$ cat src/rtl/sram_uart_dumper_pkg.sv
// Shared constants and FSM encoding for the SRAM-to-UART read-back path.
// Imported by the serialiser and the dumper top level.
package sram_uart_dumper_pkg;

  localparam int   FRAME_LEN    = 10;
  localparam logic START_BIT    = 1'b0;
  localparam logic STOP_BIT     = 1'b1;
  localparam int   BAUD_DIV_DEF = 5208;

  typedef enum logic [2:0] {
    S_IDLE    = 3'd0,
    S_REQ     = 3'd1,
    S_SEND    = 3'd2,
    S_WAIT_TX = 3'd3,
    S_NEXT    = 3'd4,
    S_FIN     = 3'd5
  } state_e;

endpackage

$ cat src/rtl/sram_uart_dumper_uart_tx.sv
// 8N1 byte serialiser: start bit, 8 data bits LSB first, stop bit.
// tx_done is asserted in the last clock of the stop bit.
module uart_tx_byte
  import sram_uart_dumper_pkg::*;
#(
  parameter int BAUD_DIV = BAUD_DIV_DEF
) (
  input  logic       clk,
  input  logic       rst_n,
  input  logic       tx_start,
  input  logic [7:0] tx_data,
  output logic       tx_busy,
  output logic       tx_done,
  output logic       txd
);

  localparam int CW = $clog2(BAUD_DIV);
  localparam logic [CW-1:0] BAUD_LAST = CW'(BAUD_DIV - 1);
  localparam logic [3:0] BIT_LAST = 4'(FRAME_LEN - 1);
  localparam logic [3:0] BIT_STOP = 4'(FRAME_LEN - 2);

  logic [CW-1:0] baud_q, baud_d;
  logic [3:0]    bit_q, bit_d;
  logic [7:0]    sh_q, sh_d;
  logic          busy_q, busy_d;
  logic          txd_q, txd_d;
  logic          bit_end;

  assign bit_end = busy_q && (baud_q == BAUD_LAST);
  assign tx_done = bit_end && (bit_q == BIT_LAST);
  assign tx_busy = busy_q;
  assign txd     = txd_q;

  always_comb begin
    baud_d = baud_q;
    bit_d  = bit_q;
    sh_d   = sh_q;
    busy_d = busy_q;
    txd_d  = txd_q;
    if (!busy_q) begin
      if (tx_start) begin
        busy_d = 1'b1;
        baud_d = '0;
        bit_d  = '0;
        sh_d   = tx_data;
        txd_d  = START_BIT;
      end
    end else if (bit_end) begin
      baud_d = '0;
      bit_d  = bit_q + 4'd1;
      if (bit_q == BIT_LAST) begin
        busy_d = 1'b0;
        bit_d  = '0;
        txd_d  = STOP_BIT;
      end else if (bit_q == BIT_STOP) begin
        txd_d = STOP_BIT;
      end else begin
        txd_d = sh_q[0];
        sh_d  = {1'b0, sh_q[7:1]};
      end
    end else begin
      baud_d = baud_q + 1'b1;
    end
  end

  always_ff @(posedge clk or negedge rst_n) begin
    if (!rst_n) begin
      baud_q <= '0;
      bit_q  <= '0;
      sh_q   <= '0;
      busy_q <= 1'b0;
      txd_q  <= 1'b1;
    end else begin
      baud_q <= baud_d;
      bit_q  <= bit_d;
      sh_q   <= sh_d;
      busy_q <= busy_d;
      txd_q  <= txd_d;
    end
  end

endmodule

$ cat src/rtl/sram_uart_dumper.sv
// Reads a word range from SRAM and streams each word as four UART
// bytes, MSB byte first.
module sram_uart_dumper
  import sram_uart_dumper_pkg::*;
#(
  parameter int BAUD_DIV = BAUD_DIV_DEF,
  parameter int ADDR_W   = 20
) (
  input  logic              clk,
  input  logic              rst_n,
  input  logic              start,
  input  logic [ADDR_W-1:0] base_addr,
  input  logic [ADDR_W-1:0] word_count,
  output logic              busy,
  output logic              done,
  output logic              sram_req,
  output logic [ADDR_W-1:0] sram_addr,
  input  logic              sram_ack,
  input  logic [31:0]       sram_rdata,
  output logic              txd
);

  localparam logic [ADDR_W-1:0] ONE = ADDR_W'(1);

  state_e            state_q, state_d;
  logic [ADDR_W-1:0] addr_q, addr_d;
  logic [ADDR_W-1:0] rem_q, rem_d;
  logic [31:0]       word_q, word_d;
  logic [1:0]        byte_q, byte_d;
  logic              txdone_q;

  logic       tx_start;
  logic       tx_busy;
  logic       tx_done;
  logic [7:0] tx_data;

  assign busy      = (state_q != S_IDLE);
  assign done      = (state_q == S_FIN);
  assign sram_req  = (state_q == S_REQ);
  assign sram_addr = addr_q;

  always_comb begin
    unique case (byte_q)
      2'd0: tx_data = word_q[31:24];
      2'd1: tx_data = word_q[23:16];
      2'd2: tx_data = word_q[15:8];
      2'd3: tx_data = word_q[7:0];
    endcase
  end

  // tx_done is registered once, which sets the 2-clock inter-frame gap
  always_comb begin
    state_d  = state_q;
    addr_d   = addr_q;
    rem_d    = rem_q;
    word_d   = word_q;
    byte_d   = byte_q;
    tx_start = 1'b0;
    unique case (state_q)
      S_IDLE: begin
        if (start) begin
          if (word_count != '0) begin
            addr_d  = base_addr;
            rem_d   = word_count;
            state_d = S_REQ;
          end else begin
            state_d = S_FIN;
          end
        end
      end
      S_REQ: begin
        if (sram_ack) begin
          word_d  = sram_rdata;
          byte_d  = 2'd0;
          state_d = S_SEND;
        end
      end
      S_SEND: begin
        if (!tx_busy) begin
          tx_start = 1'b1;
          state_d  = S_WAIT_TX;
        end
      end
      S_WAIT_TX: begin
        if (txdone_q) begin
          if (byte_q != 2'd3) begin
            byte_d  = byte_q + 2'd1;
            state_d = S_SEND;
          end else begin
            state_d = S_NEXT;
          end
        end
      end
      S_NEXT: begin
        rem_d   = rem_q - ONE;
        addr_d  = addr_q + ONE;
        state_d = (rem_q == ONE) ? S_FIN : S_REQ;
      end
      S_FIN: state_d = S_IDLE;
      default: state_d = S_IDLE;
    endcase
  end

  always_ff @(posedge clk or negedge rst_n) begin
    if (!rst_n) begin
      state_q  <= S_IDLE;
      addr_q   <= '0;
      rem_q    <= '0;
      word_q   <= '0;
      byte_q   <= '0;
      txdone_q <= 1'b0;
    end else begin
      state_q  <= state_d;
      addr_q   <= addr_d;
      rem_q    <= rem_d;
      word_q   <= word_d;
      byte_q   <= byte_d;
      txdone_q <= tx_done;
    end
  end

  uart_tx_byte #(
    .BAUD_DIV(BAUD_DIV)
  ) u_tx (
    .clk     (clk),
    .rst_n   (rst_n),
    .tx_start(tx_start),
    .tx_data (tx_data),
    .tx_busy (tx_busy),
    .tx_done (tx_done),
    .txd     (txd)
  );

endmodule

$ cat config.mk
export PLATFORM = sky130hd
export DESIGN_NAME = sram_uart_dumper
export DESIGN_NICKNAME = d
export VERILOG_FILES = /design/src/rtl/sram_uart_dumper_pkg.sv /design/src/rtl/sram_uart_dumper_uart_tx.sv /design/src/rtl/sram_uart_dumper.sv
export SDC_FILE = /design/constraint.sdc
export NUM_CORES = 1
export LEC_CHECK = 0
export CAP_MARGIN = 30
export CORE_UTILIZATION = 40
export CTS_CLUSTER_SIZE = 40
export DETAILED_ROUTE_END_ITERATION = 7
export PLACE_DENSITY = 0.64
export REMOVE_ABC_BUFFERS = 1
export SKIP_LAST_GASP = 1
export SLEW_MARGIN = 10
export SYNTH_ARGS = -nofsm -noshare
export SYNTH_HDL_FRONTEND = slang
export SYNTH_SLANG_ARGS = --single-unit
$ cat constraint.sdc
create_clock -name clk -period 2.38 [get_ports clk]
set_input_delay 0.714 -clock clk [delete_from_list [all_inputs] [get_ports clk]]
set_output_delay 0.714 -clock clk [all_outputs]
set_load 0.005 [all_outputs]
# Word-level counts from Yosys, hierarchy flattened
# Index checks and enable logic that the tools add are counted.
[totals]
in_bits = 76
out_inout_bits = 24
reg_bits = 105
elab_cells = 95
[op_classes]
add_sub_neg = 5
n_eq_ne = 22
muxes = 42
reduce_logical = 15
[ops]
columns = ["cell", "count"]
rows = [
  ["$mux 20", 4],
  ["$pmux 20 s2", 2],
  ["$mux 8", 5],
  ["$mux 13", 3],
  ["$pmux 8 s4", 1],
  ["$mux 3", 7],
  ["$add 20x1->20 const B", 1],
  ["$eq 20x1->1 const B", 1],
  ["$reduce_bool 20->1", 1],
  ["$sub 20x1->20 const B", 1],
  ["$ne 2x2->1 const B", 9],
  ["$mux 4", 4],
  ["$pmux 3 s5", 1],
  ["$add 13x1->13 const B", 1],
  ["$eq 13x13->1 const B", 1],
  ["$reduce_and 4->1", 3],
  ["$mux 1", 11],
  ["$eq 4x4->1 const B", 2],
  ["$eq 3x2->1 const B", 2],
  ["$eq 3x3->1 const B", 2],
  ["$mux 2", 3],
  ["$reduce_bool 2->1", 3],
  ["$add 4x1->4 const B", 1],
  ["$eq 2x2->1 const B", 2],
  ["11 further kinds", 13],
]

# Depth between registers and ports, before layout
# Gate-level depths: netlist of the first run.
[logic_depth]
depth_word = 5
depth_mapped = 8

# Modules after synthesis
# From an unflattened synthesis of the first run, not the netlist that was laid out.
[hier_totals]
cells_unflattened = 623
area_unflattened_um2 = 5848.1
[modules_own_cells]
columns = ["module", "area_each_um2", "cells_each", "n_inst", "seq_area_each_um2"]
rows = [
  ["sram_uart_dumper", 4294.1, 461, 1, 1951.9],
  ["uart_tx_byte", 1554.0, 162, 1, 676.9],
]

# Worst setup path before layout of the first run
# OpenSTA, ideal clock, no wires.
[synth_path]
kind = "register -> register"
from = "register u_tx.baud_q[7]"
to = "register u_tx.baud_q[5]"
t_arrival_ps = 1925
required_time_ps = 2240
setup_time_ps = 140
stages_incl_launch_ff = 8
slack_ps = 315
n_path_buf = 2
path_cell_list = "dfrtp_1 -> buf_6 -> or4b_4 -> o41ai_4 -> buf_6 -> nor2_1 -> o21ai_1 -> o41ai_1"
[synth_via]
elab_chain_len = 4
[synth_rtl]
columns = ["item", "line_no", "source"]
rows = [
  ["from (decl)", "sram_uart_dumper_uart_tx.sv:22", "logic [CW-1:0] baud_q, baud_d;"],
  ["from (signal assigned)", "sram_uart_dumper_uart_tx.sv:74", "baud_q <= baud_d;"],
  ["$eq 13x13->1", "sram_uart_dumper_uart_tx.sv:29", "assign bit_end = busy_q && (baud_q == BAUD_LAST);"],
  ["$logic_and 1x1->1", "sram_uart_dumper_uart_tx.sv:29", ""],
  ["$mux 13", "sram_uart_dumper_uart_tx.sv:48", "end else if (bit_end) begin"],
  ["$mux 13", "sram_uart_dumper_uart_tx.sv:40", "if (!busy_q) begin"],
]
# Every way passes these cells.
# A chain may end at the register's enable or synchronous reset.

# Final worst setup path of the first run
[layout_path]
from = "input port word_count[2]"
to = "register addr_q[17], in the netlist sram_addr[17]"
[layout_via]
elab_chain_len = 3
[layout_rtl]
columns = ["item", "line_no", "source"]
rows = [
  ["from (decl)", "sram_uart_dumper.sv:13", "input logic [ADDR_W-1:0] word_count,"],
  ["$reduce_bool 20->1", "sram_uart_dumper.sv:62", "if (word_count != '0) begin"],
  ["$ne 2x2->1 (no source line)", "n/a", ""],
  ["$reduce_and 3->1 (no source line)", "n/a", ""],
  ["to (signal assigned)", "sram_uart_dumper.sv:114", "addr_q <= addr_d;"],
  ["to (decl)", "sram_uart_dumper.sv:26", "logic [ADDR_W-1:0] addr_q, addr_d;"],
]
# Every way passes these cells.

==> results.yml, run 1 <==
worst_setup_path:
  r2r_slack_ns: 0.28
  worstPathArrival_ns: 2.60
  cp-start-kind: "input port"
  crit_required_ns: 2.62
  worstSetupStartpoint: "word_count[2]"
  critPathMaxFanout: 10
  r2r_end: "state_q[2]"
  crit_type: "in -> reg"
  crit_path_end: "sram_addr[17]"
  cp-end-kind: "register"
  worst_r2r_path_depth: 7
  timing.rr.start: "state_q[0]"
route:
  ant_nets: 0
  postRouteWirelength_um: 14400
  drt-initial-drc-count: 385
  viasPerCell: 5.69
  vias: 5169
  drc: 0
  dr.pass1.iters: 6
  post_drt_wl_per_cell_um: 15.8
floorplan:
  num_rows: 43
  die_w_um: 121
  die_h_um: 121
  coreArea_mm2: 0.0139
  ios: 100
  dieArea_mm2: 0.0147
  initial_core_util_pct: 40.9
logic_synthesis:
  ys_types: 65
  ys_async_sr_fraction_pct: 100
  synth-compound-area-share_pct: 23.3
  synth_edf_count: 0
  synth_ff_type: "dfrtp_1"
  syn_area_mm2: 0.00567
  synthCells: 602
  synthAdderAreaFrac_pct: 2.43
  synthSimpleGateAreaFrac_pct: 16.6
  synth_area_leaders: "dfrtp_1 46%, mux2_2 6.7%, o21ai_0 5.6%, a21oi_1 5.1%, nand2_1 3.2%"
  synth.avg_cell_area_um2: 9.43
  synthMuxAreaShare_pct: 6.92
  synth_xor_area_share_pct: 0.463
  yosys_warnings: 0
  ys_seq_elements: 105
  synth_top_family_by_area: "compound AO/OA/AOI/OAI gates"
  synth.top_cell.area_share_pct: 45.9
  synth_top_area_cell: "dfrtp_1"
  synth-seq-area-share_pct: 46.3
sta:
  setup_tns_ns: 0
  worstMarginPinSlew_ns: 0.632
  final.setup.worst_slack_ns: 0.0200
  finalSetupViolCount: 0
  rsz0062_at_grt: "true"
  min_period_ns: 2.36
  max_slew_margin_pct: 57.9
  fin_worst_skew_ns: 0.0102
  maxSlewViolCount: 0
  finalHoldViolations: 0
  finalCritPeriodShare_pct: 99.2
  whs_ns: 0.318
  max_freq_mhz: 424
power_and_ir_drop:
  p_leak_nw: 3.07
  p_per_area_mw_per_mm2: 873
  ir_drop_uv: 389
  power_mw: 6.53
outcome:
  run_status: "finished, final reports clean"
global_routing:
  grt_pass1_vias: 4817
  grt_usage_pct: 20.4
  grt_overflow: 0
  grt_pass1_wl_um: 23800
  grt_max_degree: 60
  antenna_found_initial: 0
clock_tree:
  cts-root-buf: "clkbuf_16"
  numClockSinks: 105
  cts_tree: "done"
  cts_buffer_depth: 2
  numCtsBuffers: 9
  h-tree-depth: 3
  clk_latency_ns: 0.35
  path_clk_slew_ns: 0.08
placement:
  place_area_mm2: 0.00710
  io_buffers: 99
  place_ws_ns: -0.278
  routabilityCongestion: 0.803
  dp_hpwl_um: 10100
  place_inst: 886
cells_and_area:
  stdcell_area_mm2: 0.00748
  instances_no_fill: 909
  nets: 811
  antenna_cells: 0
  drive_gt1_share_pct: 16.7
  finish.utilization_pct: 53.9
  areaGrowthSynthToFinish_pct: 31.9
run:
  max-cap-violations: 0
worst_hold_path:
  hold_path_class: "in -> async"
[worst max-delay path, stage by stage]
cell and delay (ns):
clkdlybuf4s50_1 0.42, nor4_1 0.43, nand4b_1 0.29, o221a_4 0.36, buf_4 0.18, a21oi_1 0.14
a21oi_1 0.06
[per-layer routing]
| layer | global-route usage, % | wire [um] | part of all wire (%) |
|---|---|---|---|
| met1 | 28.5 | 6640 | 46 |
| met3 | 2.58 | 535 | 3.7 |
| met5 | 0 | 0 | 0 |
| met2 | 32.1 | 6970 | 49 |
| met4 | 7.72 | 226 | 1.6 |
[flip-flops by register name, summed over array words and instances (netlist names)]
register / cells
u_tx.bit_q: 4
txdone_q: 1
u_tx.baud_q: 13
word_q: 32
u_tx.txd: 1
rem_q: 20
sram_addr: 20
state_q: 3
u_tx.sh_q: 8
u_tx.tx_busy: 1
byte_q: 2
[final cells by class]
| type | count | area [um2] |
|---|---|---|
| multi-input combinational | 445 | 2860 |
| timing repair buffer | 149 | 1420 |
| clock inverter | 6 | 55.1 |
| tap | 180 | 225 |
| inverter | 14 | 52.6 |
| sequential | 105 | 2630 |
| fill | 1257 | 6400 |
| clock buffer | 10 | 239 |
[Yosys cell counts (all sizes together), types with 3 or more instances]
| cell type | n |
|---|---|
| o22ai | 13 |
| and2 | 4 |
| a211oi | 9 |
| or3 | 4 |
| o32ai | 4 |
| a21oi | 58 |
| nor3 | 14 |
| dfrtp | 104 |
| o31ai | 6 |
| or4 | 4 |
| o41ai | 4 |
| buf | 12 |
| inv | 14 |
| clkbuf | 26 |
| nor4 | 10 |
| a222oi | 8 |
| mux2 | 34 |
| a2bb2oi | 9 |
| nor2 | 48 |
| and3 | 4 |
| or2 | 3 |
| nor3b | 3 |
| a31oi | 5 |
| nand2 | 48 |
| nand2b | 4 |
| nand4 | 11 |
| nand3 | 18 |
| ha | 11 |
| a22o | 3 |
| nor2b | 4 |
| o21ai | 69 |
[cells by family (layout without fill, tap and decap cells)]
group,Yosys count,in the layout
AO/OA/AOI/OAI,208,208
XOR/XNOR,3,3
adder cells (fa/ha/maj),11,11
buffers and inverters,52,179
flip-flops,105,105
multiplexers,35,35
AND/OR/NAND/NOR,188,188
[power by group]
part | internal, mW | switching [mW] | total, mW
clock | 0.762 | 0.719 | 1.48
combinational | 1.12 | 0.904 | 2.02
sequential | 2.42 | 0.612 | 3.03
total | 4.30 | 2.24 | 6.53
[cell usage in the layout, fill, tap and decap left out, types with 3 or more instances in the layout]
cell type,instances
mux2_2,34
clkbuf_16,9
and3_1,4
nor2b_1,4
nor4_1,8
a2bb2oi_1,9
o32ai_1,4
clkdlybuf4s50_1,96
o21ai_2,3
a211oi_1,9
and2_1,3
nand2_1,48
nor2_1,46
nand3_1,18
a21oi_1,58
o31ai_1,6
o22ai_1,12
o41ai_1,3
a31oi_1,5
or3_1,3
buf_12,4
dfrtp_1,102
o21ai_0,64
buf_4,46
a222oi_1,8
or4_1,4
ha_1,11
nand2b_1,4
nand4_1,11
a22o_1,3
or2_2,3
nor3_1,14
inv_1,14
[what timing repair did]
action	4_1_cts	5_1_grt
pin swaps	0	2
setup buffers	6	1
resized for setup	5	5
hold buffers	0	0
setup endpoints to repair	3	24
[worst min-delay path by stage]
stage,start,endpoint,cells after the start
detailed placement,u_tx.sh_q[6],u_tx.sh_q[6],2
finish,rst_n,u_tx.bit_q[1],1
CTS,rst_n,u_tx.bit_q[0],1
global placement,u_tx.sh_q[7],u_tx.sh_q[7],2
floorplan,rst_n,byte_q[0],0
global route,rst_n,u_tx.bit_q[0],1
Power figures use the tool's default switching activity.
==> run 2, diff against run 1 <==
- PLACE_DENSITY: 0.64 -> not set
==> run 2 against run 1 <==
Register-to-register slack is essentially flat; core utilization increased by 1.1 points; first-iteration DRC count rose by 28%; clock skew is 0.0032 ns higher; hold slack improved by 0.12 ns; total power rose by 1.6%; sequential share of layout area fell by 0.67 points; largest cell class unchanged; highest routed layer unchanged.
==> results.yml, run 2 (synthesized netlist as in run 1, its figures left out) <==
outcome:
  run_status: "finished, final reports clean"
cells_and_area:
  fillers: 1248
  area.sequential_mm2: 0.00263
  largest_reg_flops: 32
  antenna_cells: 0
  drive_gt1_share_pct: 17.1
  nets: 812
  finish.utilization_pct: 55.0
  stdcell_area_mm2: 0.00763
  layout_commonest_cell: "dfrtp_1"
  multi_input_area_mm2: 0.00288
  areaGrowthSynthToFinish_pct: 34.5
  layout_common_cells: "102 x dfrtp_1, 93 x clkdlybuf4s50_1, 64 x o21ai_0"
  largest_register: "word_q"
global_routing:
  grt_pass1_wl_um: 23900
  use_met2_pct: 32.7
  grt_max_degree: 106
  grt_usage_pct: 20.4
  use_met1_pct: 28.6
  grt_pass1_vias: 4816
  grtUsageMet3_pct: 3.76
  grt_overflow: 0
  antenna_found_initial: 0
  busiest_layer: "met2"
worst_hold_path:
  hold_path_class: "in -> async"
floorplan:
  initial_core_util_pct: 40.9
  dieArea_mm2: 0.0147
  coreArea_mm2: 0.0139
  ios: 100
  num_rows: 43
  die_w_um: 121
  die_h_um: 121
placement:
  dp_hpwl_um: 9830
  place_ws_ns: -0.373
  place_area_mm2: 0.00708
  io_buffers: 99
  routabilityCongestion: 0.754
sta:
  worstMarginPinSlew_ns: 0.566
  min_period_ns: 2.32
  finalSetupViolCount: 0
  maxSlewViolCount: 0
  max_freq_mhz: 432
  rsz0062_at_grt: "false"
  finalCritPeriodShare_pct: 97.3
  fin_worst_skew_ns: 0.0134
  finalHoldViolations: 0
  final.setup.worst_slack_ns: 0.0649
  max_slew_margin_pct: 62.3
power_and_ir_drop:
  p_leak_nw: 3.14
  p_sw_mw: 2.27
  p_per_area_mw_per_mm2: 870
  p_comb_share_pct: 30.2
  clkPwrFrac_pct: 24.0
  internal-power_mw: 4.37
  ir_drop_uv: 439
  pwr-share-seq_pct: 45.8
  swShare_pct: 34.2
worst_setup_path:
  worstSetupStartpoint: "state_q[1]"
  timing.rr.start: "u_tx.baud_q[7]"
  cp_slowest_stage_delay_ns: 0.52
  crit_family: "buffers and inverters"
  crit_slowest_cell: "clkdlybuf4s50_1"
  crit_required_ns: 1.67
  critPathMaxFanout: 11
  cp-end-kind: "output port"
  cp-start-kind: "register"
  r2r_slack_ns: 0.27
  worstPathArrival_ns: 1.60
  crit_type: "reg -> out"
  cp.buffers_inverters: 2
  path_cells: "buf_4 -> nor2_2 -> clkdlybuf4s50_1"
clock_tree:
  hold_buffers: 0
  path_clk_slew_ns: 0.08
  numCtsBuffers: 9
  cts_tree: "done"
  cts-root-buf: "clkbuf_16"
  clk_latency_ns: 0.35
  cts_buffer_depth: 2
  h-tree-depth: 3
  numClockSinks: 105
run:
  max-cap-violations: 0
route:
  ant_nets: 0
  viasPerCell: 5.65
  dr.pass1.iters: 5
  vias: 5146
  drc: 0
  post_drt_wl_per_cell_um: 16.3
  drt-initial-drc-count: 494
  postRouteWirelength_um: 14800
==> run 2: cell types whose count changed in the layout (fill, tap and decap cells not counted), sizes merged, moves of 3 or more <==
cell           before  now
buf                51   48
clkbuf             10   13
clkdlybuf4s50      96   93
dlymetal6s2s        1    5
==> run 2: final cells by class <==
| class | instances | share of cell area (%) |
|---|---|---|
| Clock inverter | 7 | 1.20 |
| Inverter | 14 | 0.689 |
| Timing Repair Buffer | 150 | 20.0 |
| Clock buffer | 9 | 2.95 |
| Multi-Input combinational cell | 445 | 37.8 |
| Sequential cell | 105 | 34.5 |
| Tap cell | 180 | 2.95 |
==> run 2: metal layers <==
metal | vias to the layer above | part of all wire [%]
li1 | 2508 | -
met1 | 2512 | 47
met2 | 114 | 48
met3 | 12 | 3.7
met4 | 0 | 1.1
met5 | - | 0
==> run 2: final timing paths <==
path	depth (start not counted)	to
max	3	done
min	2	u_tx.bit_q[1]
max reg2reg	6	u_tx.baud_q[7]
min reg2reg	2	u_tx.sh_q[4]
max in group asynchronous	2	state_q[2]
min in group clk	2	u_tx.sh_q[4]
==> run 2: worst register-to-register path: cells and delay by family, from the launching register on <==
family	cells	cell delay, ns
AOI/OAI and AO/OA	3	0.59
DFF	1	0.48
buffers and inverters	1	0.26
and+or+nand+nor	2	0.67
==> run 2: metrics by stage <==
| stage | hold WS [ns] | setup TNS [ns] | power (mW) | instances |
|---|---|---|---|---|
| after floorplan | 0.418 | -62.75 | 4.05 | 564 |
| after global placement | 0.465 | -8.72 | 4.91 | 881 |
| after detailed placement | 0.470 | -12.36 | 4.99 | 881 |
| after CTS | 0.459 | -0.00966 | 6.64 | 902 |
| after global routing | 0.455 | 0 | 7.09 | 910 |
| final | 0.442 | 0 | 6.64 | 910 |
==> run 2: timing repair <==
action,CTS,global route
endpoints found under the setup margin,4,40
setup buffers,5,4
endpoints found under the hold margin,0,0
pin swaps,0,5
cloned,0,4
resized for setup,5,12
==> run 2: power by group through the flow <==
stage	Clock (mW)	Combinational, mW	Sequential, mW
floorplan	0	1.14	2.90
global placement	0	1.88	3.03
detailed placement	0	1.93	3.07
CTS	1.63	1.99	3.03
global route	1.70	2.25	3.15
finish	1.59	2.00	3.04
